[src/rtl/mult_unit.sv]
// Iterative signed WIDTHxWIDTH shift-add multiplier. Latency: WIDTH CALC cycles, then a one-cycle DONE pulse.
// New requests are not accepted while busy: start_i is ignored in CALC and DONE, and busy_o asks the issue stage to stall.
module mult_unit #(
  parameter int          WIDTH     = 32,
  parameter logic [3:0]  MULT_CODE = 4'b1000
) (
  input  logic             clk_i,
  input  logic             rst_i,
  input  logic             start_i,
  input  logic [3:0]       ALUCtrl_i,
  input  logic [WIDTH-1:0] src1_i,
  input  logic [WIDTH-1:0] src2_i,
  output logic [WIDTH-1:0] result_o,
  output logic [WIDTH-1:0] result_hi_o,
  output logic             busy_o,
  output logic             done_o
);

  localparam int CW = $clog2(WIDTH) + 1;

  typedef enum logic [1:0] {IDLE, CALC, DONE} state_t;

  state_t               state_q, state_d;
  logic [CW-1:0]        cnt_q, cnt_d;
  logic [WIDTH-1:0]     mcand_q, mcand_d;
  logic [WIDTH-1:0]     mplier_q, mplier_d;
  logic [2*WIDTH:0]     acc_q, acc_d;
  logic                 sign_q, sign_d;
  logic [2*WIDTH-1:0]   prod_q, prod_d;
  logic [WIDTH:0]       sum;
  logic [2*WIDTH:0]     acc_step;
  logic                 last_step;

  always_ff @(posedge clk_i or posedge rst_i) begin
    if (rst_i) begin
      state_q  <= IDLE;
      cnt_q    <= '0;
      mcand_q  <= '0;
      mplier_q <= '0;
      acc_q    <= '0;
      sign_q   <= 1'b0;
      prod_q   <= '0;
    end else begin
      state_q  <= state_d;
      cnt_q    <= cnt_d;
      mcand_q  <= mcand_d;
      mplier_q <= mplier_d;
      acc_q    <= acc_d;
      sign_q   <= sign_d;
      prod_q   <= prod_d;
    end
  end

  always_comb begin
    // The accumulator MSB is always 0 after a shift, so it only carries the add overflow.
    sum       = acc_q[2*WIDTH:WIDTH] + (mplier_q[0] ? {1'b0, mcand_q} : '0);
    acc_step  = {1'b0, sum, acc_q[WIDTH-1:1]};
    last_step = (cnt_q == CW'(WIDTH - 1));

    state_d  = state_q;
    cnt_d    = cnt_q;
    mcand_d  = mcand_q;
    mplier_d = mplier_q;
    acc_d    = acc_q;
    sign_d   = sign_q;
    prod_d   = prod_q;

    case (state_q)
      IDLE: begin
        if (start_i && (ALUCtrl_i == MULT_CODE)) begin
          mcand_d  = src1_i[WIDTH-1] ? -src1_i : src1_i;
          mplier_d = src2_i[WIDTH-1] ? -src2_i : src2_i;
          sign_d   = src1_i[WIDTH-1] ^ src2_i[WIDTH-1];
          acc_d    = '0;
          cnt_d    = '0;
          state_d  = CALC;
        end
      end
      CALC: begin
        acc_d    = acc_step;
        mplier_d = mplier_q >> 1;
        cnt_d    = cnt_q + 1'b1;
        if (last_step) begin
          prod_d  = sign_q ? -acc_step[2*WIDTH-1:0] : acc_step[2*WIDTH-1:0];
          state_d = DONE;
        end
      end
      DONE:    state_d = IDLE;
      default: state_d = IDLE;
    endcase
  end

  assign result_o    = prod_q[WIDTH-1:0];
  assign result_hi_o = prod_q[2*WIDTH-1:WIDTH];
  assign busy_o      = (state_q == CALC);
  assign done_o      = (state_q == DONE);

endmodule

[config.mk]
export PLATFORM = sky130hd
export DESIGN_NAME = mult_unit
export DESIGN_NICKNAME = d
export VERILOG_FILES = /design/src/rtl/mult_unit.sv
export SDC_FILE = /design/constraint.sdc
export NUM_CORES = 1
export LEC_CHECK = 0
export CAP_MARGIN = 20
export CELL_PAD_IN_SITES_DETAIL_PLACEMENT = 1
export CELL_PAD_IN_SITES_GLOBAL_PLACEMENT = 1
export CORE_AREA = 2 2 172 174
export CTS_CLUSTER_SIZE = 30
export DETAILED_ROUTE_END_ITERATION = 6
export DIE_AREA = 0 0 174 176
export GPL_TIMING_DRIVEN = 0
export PLACE_DENSITY_LB_ADDON = 0.1
export RECOVER_POWER = 50
export SLEW_MARGIN = 20
export SYNTH_ARGS = -nofsm -noshare
export SYNTH_HDL_FRONTEND = slang
export SYNTH_SLANG_ARGS = --single-unit
[constraint.sdc]
create_clock -name clk_i -period 8.15 [get_ports clk_i]
set_input_delay 0.815 -clock clk_i [delete_from_list [all_inputs] [get_ports clk_i]]
set_output_delay 0.815 -clock clk_i [all_outputs]
set_load 0.005 [all_outputs]
==> results.toml, run 1 <==
[sta]
slew_viol_final = 59
min_period_ps = 4840
setup_viol = 0
max_freq_mhz = 206
fin_crit_sh_pct = 59.4
worst_slew_pin_slew_ps = 2750
hold_viol_final = 0
max-slew-margin-rel_pct = -84.2
rsz0062_at_grt = "no"
whs_ps = 476
fin_skew_ps = 17.1
setup_slack_ps = 3310

[hold_path]
holdPathStages = 2
holdCritStartpoint = "mcand_q[4]"
worstHoldPathType = "register to register"
holdPathEnd = "mcand_q[4]"

[setup_path]
start_kind = "register"
reg2reg_slack_ps = 3310
crit_chain = "clkbuf_1 -> and2_1 -> ha_1 -> fa_1 -> a21o_1 -> a221o_1 -> a21o_1 -> a2111o_1 -> nand3_1 -> nor4b_2 -> nand3_1 -> o41ai_1 -> xor2_1 -> o21ai_1"
reg2reg_from = "mplier_q[0]"
cp.required_ps = 8490
cp_num_buf_inv = 1
critPathMaxFanout = 10
worstPathArrival_ps = 5180
cp_top_family = "compound AO/OA/AOI/OAI gates"
r2r_end = "prod_q[62]"
crit_type = "register to register"
critPathSlowestCell = "o41ai_1"
end_kind = "register"
reg2reg_depth = 14
slowest_delay_ps = 540

[yosys]
synthMostInstantiatedCell = "nand2_1"
synth_nets = 1503
synth_top_area_share_pct = 41.1
yosysUniqueCellTypes = 66
synth_top_flop_cell = "dfrtp_1"
synth_area_sq_um = 12200
ys_top_cells_by_area = "dfrtp_1 (41%), o21ai_0 (8.3%), xor2_1 (8.1%), nand2_1 (7.5%), ha_1 (3.7%)"
synthTopCellsByCount = "nand2_1 (244), o21ai_0 (201), dfrtp_1 (200)"
ys_warn_count = 0
synth.ff_latch_count = 200
syn_inst = 1395
synth_area_per_cell_sq_um = 8.73
async_flop_share_pct = 100
synth.largest_area_cell = "dfrtp_1"
ys_seq_area_share_pct = 41.1
synth_edf_count = 0

[flow_run]
drv_cap = 1

[clock_tree]
cts_buffers = 17
post_cts_buffers = 0
clock_latency_ps = 450
htreeDepth = 4
cts_hold_buf = 0
numClockSinks = 200
path_clk_slew_ps = 80
cts-resized-gates = 0
clk_path_buf_depth = 2
cts_root_buffer = "clkbuf_16"
cts_tree = "done"

[floorplanning]
core_sq_um = 28500
die_w_um = 174
die_h_um = 176
die_area_sq_um = 30600
pin_count = 137
initial_utilization_pct = 42.7
std_cell_rows = 62

[route]
vias = 11000
viasPerCell = 5.64
ant_nets = 0
drtPass1Iterations = 5
wl_mm = 36.7
avgRoutedWirePerCell_um = 18.8
drtIter0Drc = 622
drc = 0

[power]
power_frac_seq_pct = 33.3
irDropWorstVdd_uv = 173
p_leak_nw = 6.38
power_frac_comb_pct = 46.2
p_int_mw = 2.40
report.power.total_mw = 4.37
switching_share_pct = 45.1
p_switching_mw = 1.97
power_density_nw_per_um2 = 298
clockPowerShare_pct = 20.4

[finish]
area_growth_pct = 20.6
diodes = 0
finalNetCount = 1660
utilization_pct = 51.5
drive_gt1_share_pct = 4.28

[global_route]
antenna_found_initial = 0
grt_pass1_vias = 11400
grt_pass1_wl_mm = 59.7
grt_overflow = 0
grt_util_all_layers_pct = 24.2
grt_max_degree = 77

[place]
dp_slack_ps = 3240
dpl.hpwl_mm = 28.4
gp_congestion = 0.863
port_buffers = 136

[run_status]
outcome = "complete, but fails checks"
violations = "capacitance limit, slew limit"
## per-stage QoR
stage          area (sq um)  TNS (ps)  std cells
3_3_place_gp          14000   -178440       1915
4_1_cts               14700         0       1949
6_report              14700         0       1949
2_1_floorplan         12200         0       1395
3_5_place_dp          14100         0       1917
5_1_grt               14700         0       1949
## logic make-up (layout without fill, tap and decap cells)
family	Yosys count	in the layout	share of synthesized area, %
buffers and inverters	99	269	3.44
adders and majority gates	37	37	3.86
muxes	6	6	0.504
xor gates and xnor gates	150	150	10.8
DFF	200	200	41.1
and+or+nand+nor	508	508	20.4
AOI/OAI and AO/OA	395	395	19.9
## worst min-delay path, stage by stage, from the launching register on
cell     delay [ps]
dfrtp_1         340
nand2_1          40
o21ai_0          50
## area by class of cell
cell class,instances,area [sq um]
clock buffer,17,425
clock inverter,15,195
sequential,200,5000
inverter,16,61.3
buffer,83,349
tap,384,480
multi-input combinational,1096,6760
fill,3434,13900
timing repair buffer,138,1420
## layer usage
metal,GRT usage [%],part of all wire [%],up-vias
li1,-,-,5301
met1,32.6,47,5466
met2,42.2,48,197
met3,2.41,2.9,31
met4,5.92,1.5,0
met5,0,0,-
## cells in the final DEF, fill, tap and decap left out, drive strengths merged, types with 5 or more instances in the layout
cell type	Yosys	final
nand2	244	244
nor3	16	16
clkdlybuf4s50	0	103
dfrtp	200	200
a21oi	40	40
nand4	12	12
or2	7	7
or3	18	18
xnor2	38	38
a211oi	8	8
and3	5	5
nand3	79	79
a22o	6	6
o41ai	21	21
nor4	8	8
dlygate4sd3	0	33
ha	36	36
o211ai	9	9
clkbuf	73	90
xor2	112	112
clkinv	0	8
a21o	13	13
nor2b	6	6
o21ai	208	208
or4	18	18
a22oi	29	29
inv	16	22
nand2b	13	13
nor2	34	34
mux2i	5	5
and2	37	37
buf	10	12
o31ai	33	33
## registers in the layout, indices dropped and copies added (netlist names)
name	cells
acc_q	63
cnt_q	6
mcand_q	32
mplier_q	32
prod_q	64
sign_q	1
state_q	2
## worst max path at each step
stage	from	cells after the start	slack [ps]	end
3_3_place_gp	rst_i	2	-920	mplier_q[17]
3_5_place_dp	mplier_q[0]	14	3240	prod_q[62]
4_1_cts	mplier_q[0]	14	3180	prod_q[62]
6_report	mplier_q[0]	14	3310	prod_q[62]
5_1_grt	mplier_q[0]	13	3050	prod_q[62]
2_1_floorplan	rst_i	1	1880	acc_q[10]
## power by group through the flow
stage	logic, mW	clock network (mW)	registers (mW)
final	2.02	0.892	1.46
after global routing	2.25	0.944	1.49
after CTS	2.02	0.912	1.46
after detailed placement	2.00	0	1.47
after global placement	1.93	0	1.46
after floorplan	1.44	0	1.40
Power figures use the tool's default switching activity.
==> inputs of run 2 (changes only) <==
--- a/config.mk
+++ b/config.mk
@@ -8,10 +8,10 @@
 export CAP_MARGIN = 20
 export CELL_PAD_IN_SITES_DETAIL_PLACEMENT = 1
 export CELL_PAD_IN_SITES_GLOBAL_PLACEMENT = 1
-export CORE_AREA = 2 2 172 174
+export CORE_AREA = 2 2 180 182
 export CTS_CLUSTER_SIZE = 30
 export DETAILED_ROUTE_END_ITERATION = 6
-export DIE_AREA = 0 0 174 176
+export DIE_AREA = 0 0 182 184
 export GPL_TIMING_DRIVEN = 0
 export PLACE_DENSITY_LB_ADDON = 0.1
 export RECOVER_POWER = 50
==> constraint.sdc (replaced) <==
create_clock -name clk_i -period 4 [get_ports clk_i]
set_input_delay 0.4 -clock clk_i [delete_from_list [all_inputs] [get_ports clk_i]]
set_output_delay 0.4 -clock clk_i [all_outputs]
set_load 0.005 [all_outputs]
==> run 2 against run 1 <==
Net effect:
- clock-buffer cell count grew 1
- the flow finishes with violations (capacitance limit, slew limit, setup timing)
- sequential share of layout area shrank 1.6 points
- via count grew 0.75%
- register-to-register slack lost 3400 ps
==> results.toml, run 2 (synthesis results as in run 1) <==
[flow_run]
drv_cap = 1

[finish]
final_area_sq_um = 15400
nFillCells = 3653
largest_register_ffs = 64
drive_gt1_share_pct = 10.3
diodes = 0
utilization_pct = 49.0
area_growth_pct = 26.4
layout_common_cells = "nand2_1 (243), dfrtp_1 (199), o21ai_0 (186)"
largest_registers = "prod_q: 64 flops, acc_q: 63 flops"
finalNetCount = 1693
layout_commonest_cell = "nand2_1"
top_register = "prod_q"

[route]
avgRoutedWirePerCell_um = 19.5
drtPass1Iterations = 4
ant_nets = 0
drtIter0Drc = 478
vias = 11100
viasPerCell = 5.54
drc = 0
wl_mm = 38.9

[sta]
max-slew-margin-rel_pct = -15.0
min_period_ps = 4100
worst_slew_pin_slew_ps = 1730
rsz0062_at_grt = "yes"
max_freq_mhz = 244
setup_slack_ps = -104
slew_viol_final = 32
fin_crit_sh_pct = 103
setup_viol = 9
whs_ps = 474
fin_skew_ps = 11.0
hold_viol_final = 0

[floorplanning]
pin_count = 137
initial_utilization_pct = 38.8
core_sq_um = 31400
die_h_um = 184
std_cell_rows = 65
die_w_um = 182
die_area_sq_um = 33500

[power]
p_leak_nw = 6.69
irDropWorstVdd_uv = 333
power_density_nw_per_um2 = 624

[setup_path]
cp.required_ps = 4330
cp_num_buf_inv = 3
cp_top_family = "compound AO/OA/AOI/OAI gates"
reg2reg_depth = 16
crit_type = "register to register"
worstPathArrival_ps = 4430
end_kind = "register"
slowest_delay_ps = 450
crit_chain = "buf_8 -> and2_4 -> ha_4 -> fa_2 -> a21o_1 -> a221o_1 -> buf_6 -> a21o_4 -> a2111o_1 -> nand3_4 -> nor4b_4 -> buf_4 -> nand3b_4 -> o31ai_4 -> xnor2_2 -> o21ai_1"
start_kind = "register"
critPathMaxFanout = 8
critPathSlowestCell = "dfrtp_2"
crit_cells = 16

[global_route]
grt_pass1_vias = 11500
grt_pass1_wl_mm = 62.3
antenna_found_initial = 0
grt_overflow = 0
grt_max_degree = 33
grt_util_all_layers_pct = 23.4

[clock_tree]
cts_tree = "done"
cts_buffers = 17
htreeDepth = 4
cts_root_buffer = "clkbuf_16"
path_clk_slew_ps = 80
clock_latency_ps = 450
numClockSinks = 200
clk_path_buf_depth = 2

[place]
dpl.hpwl_mm = 29.4
dp_slack_ps = -995
placed_area_sq_um = 14200
gp_congestion = 0.908
port_buffers = 136

[hold_path]
holdPathStages = 2
worstHoldPathType = "register to register"

[run_status]
outcome = "complete, but fails checks"
violations = "capacitance limit, slew limit, setup timing"
## run 2: worst paths after layout
path	startpoint	to	slack, ps
hold / removal	prod_q[25]	prod_q[25]	470
max in group asynchronous	rst_i	cnt_q[1]	570
setup / recovery	mplier_q[0]	prod_q[53]	-100
min in group asynchronous	rst_i	prod_q[42]	480
hold reg to reg	prod_q[25]	prod_q[25]	470
setup reg to reg	mplier_q[0]	prod_q[53]	-100
## run 2: layer usage
metal / GRT usage (%) / vias up / wire length [um]
met3: 3.05 / 37 / 1310
li1: - / 5337 / -
met4: 4.87 / 0 / 576
met1: 32.0 / 5489 / 18500
met5: 0 / - / 0
met2: 39.8 / 215 / 18600
## run 2: stage by stage
stage	instances	TNS [ps]	power [mW]
2_1_floorplan	1395	0	5.79
3_3_place_gp	1933	-162150	6.97
3_5_place_dp	1940	-13880	7.12
4_1_cts	1985	-912	9.25
5_1_grt	1999	-3520	10.3
6_report	1999	-565	9.60
## run 2: worst reg2reg max path: cells and delay by family, from the launching register on
kind,cells,cell delay (ps)
compound gates,6,1640
fa+ha+maj,2,490
flops,1,450
xor+xnor,1,160
buf+inv,3,480
simple gates,4,740
## run 2: where the power goes
| part | switching, mW | total (mW) | internal (mW) |
|---|---|---|---|
| Clock | 0.869 | 1.70 | 0.830 |
| Combinational | 2.99 | 4.94 | 1.95 |
| Sequential | 0.451 | 2.97 | 2.52 |
## run 2: timing repair
item,4_1_cts,5_1_grt
gates resized for setup,57,50
endpoints found under the setup margin,23,21
hold buffers,0,0
setup buffers,16,20
pin swaps,15,23
gates cloned,0,0
## run 2: final cells by class
type	instances	area (sq um)	share of cell area, %
clock buffer	18	439	2.85
inverter	16	61.3	0.398
sequential	200	5010	32.5
multi-input combinational	1096	7240	47.0
buffer	75	347	2.25
clock inverter	13	109	0.707
tap	402	503	3.27
timing repair buffer	179	1690	11.0
==> inputs of run 3 (changes only) <==
--- a/config.mk
+++ b/config.mk
@@ -5,7 +5,7 @@
 export SDC_FILE = /design/constraint.sdc
 export NUM_CORES = 1
 export LEC_CHECK = 0
-export CAP_MARGIN = 20
+export ABC_CLOCK_PERIOD_IN_PS = 4000
 export CELL_PAD_IN_SITES_DETAIL_PLACEMENT = 1
 export CELL_PAD_IN_SITES_GLOBAL_PLACEMENT = 1
 export CORE_AREA = 2 2 180 182
==> results of run 3 <==
Final layout, timing and power as in run 2 (identical DEF).
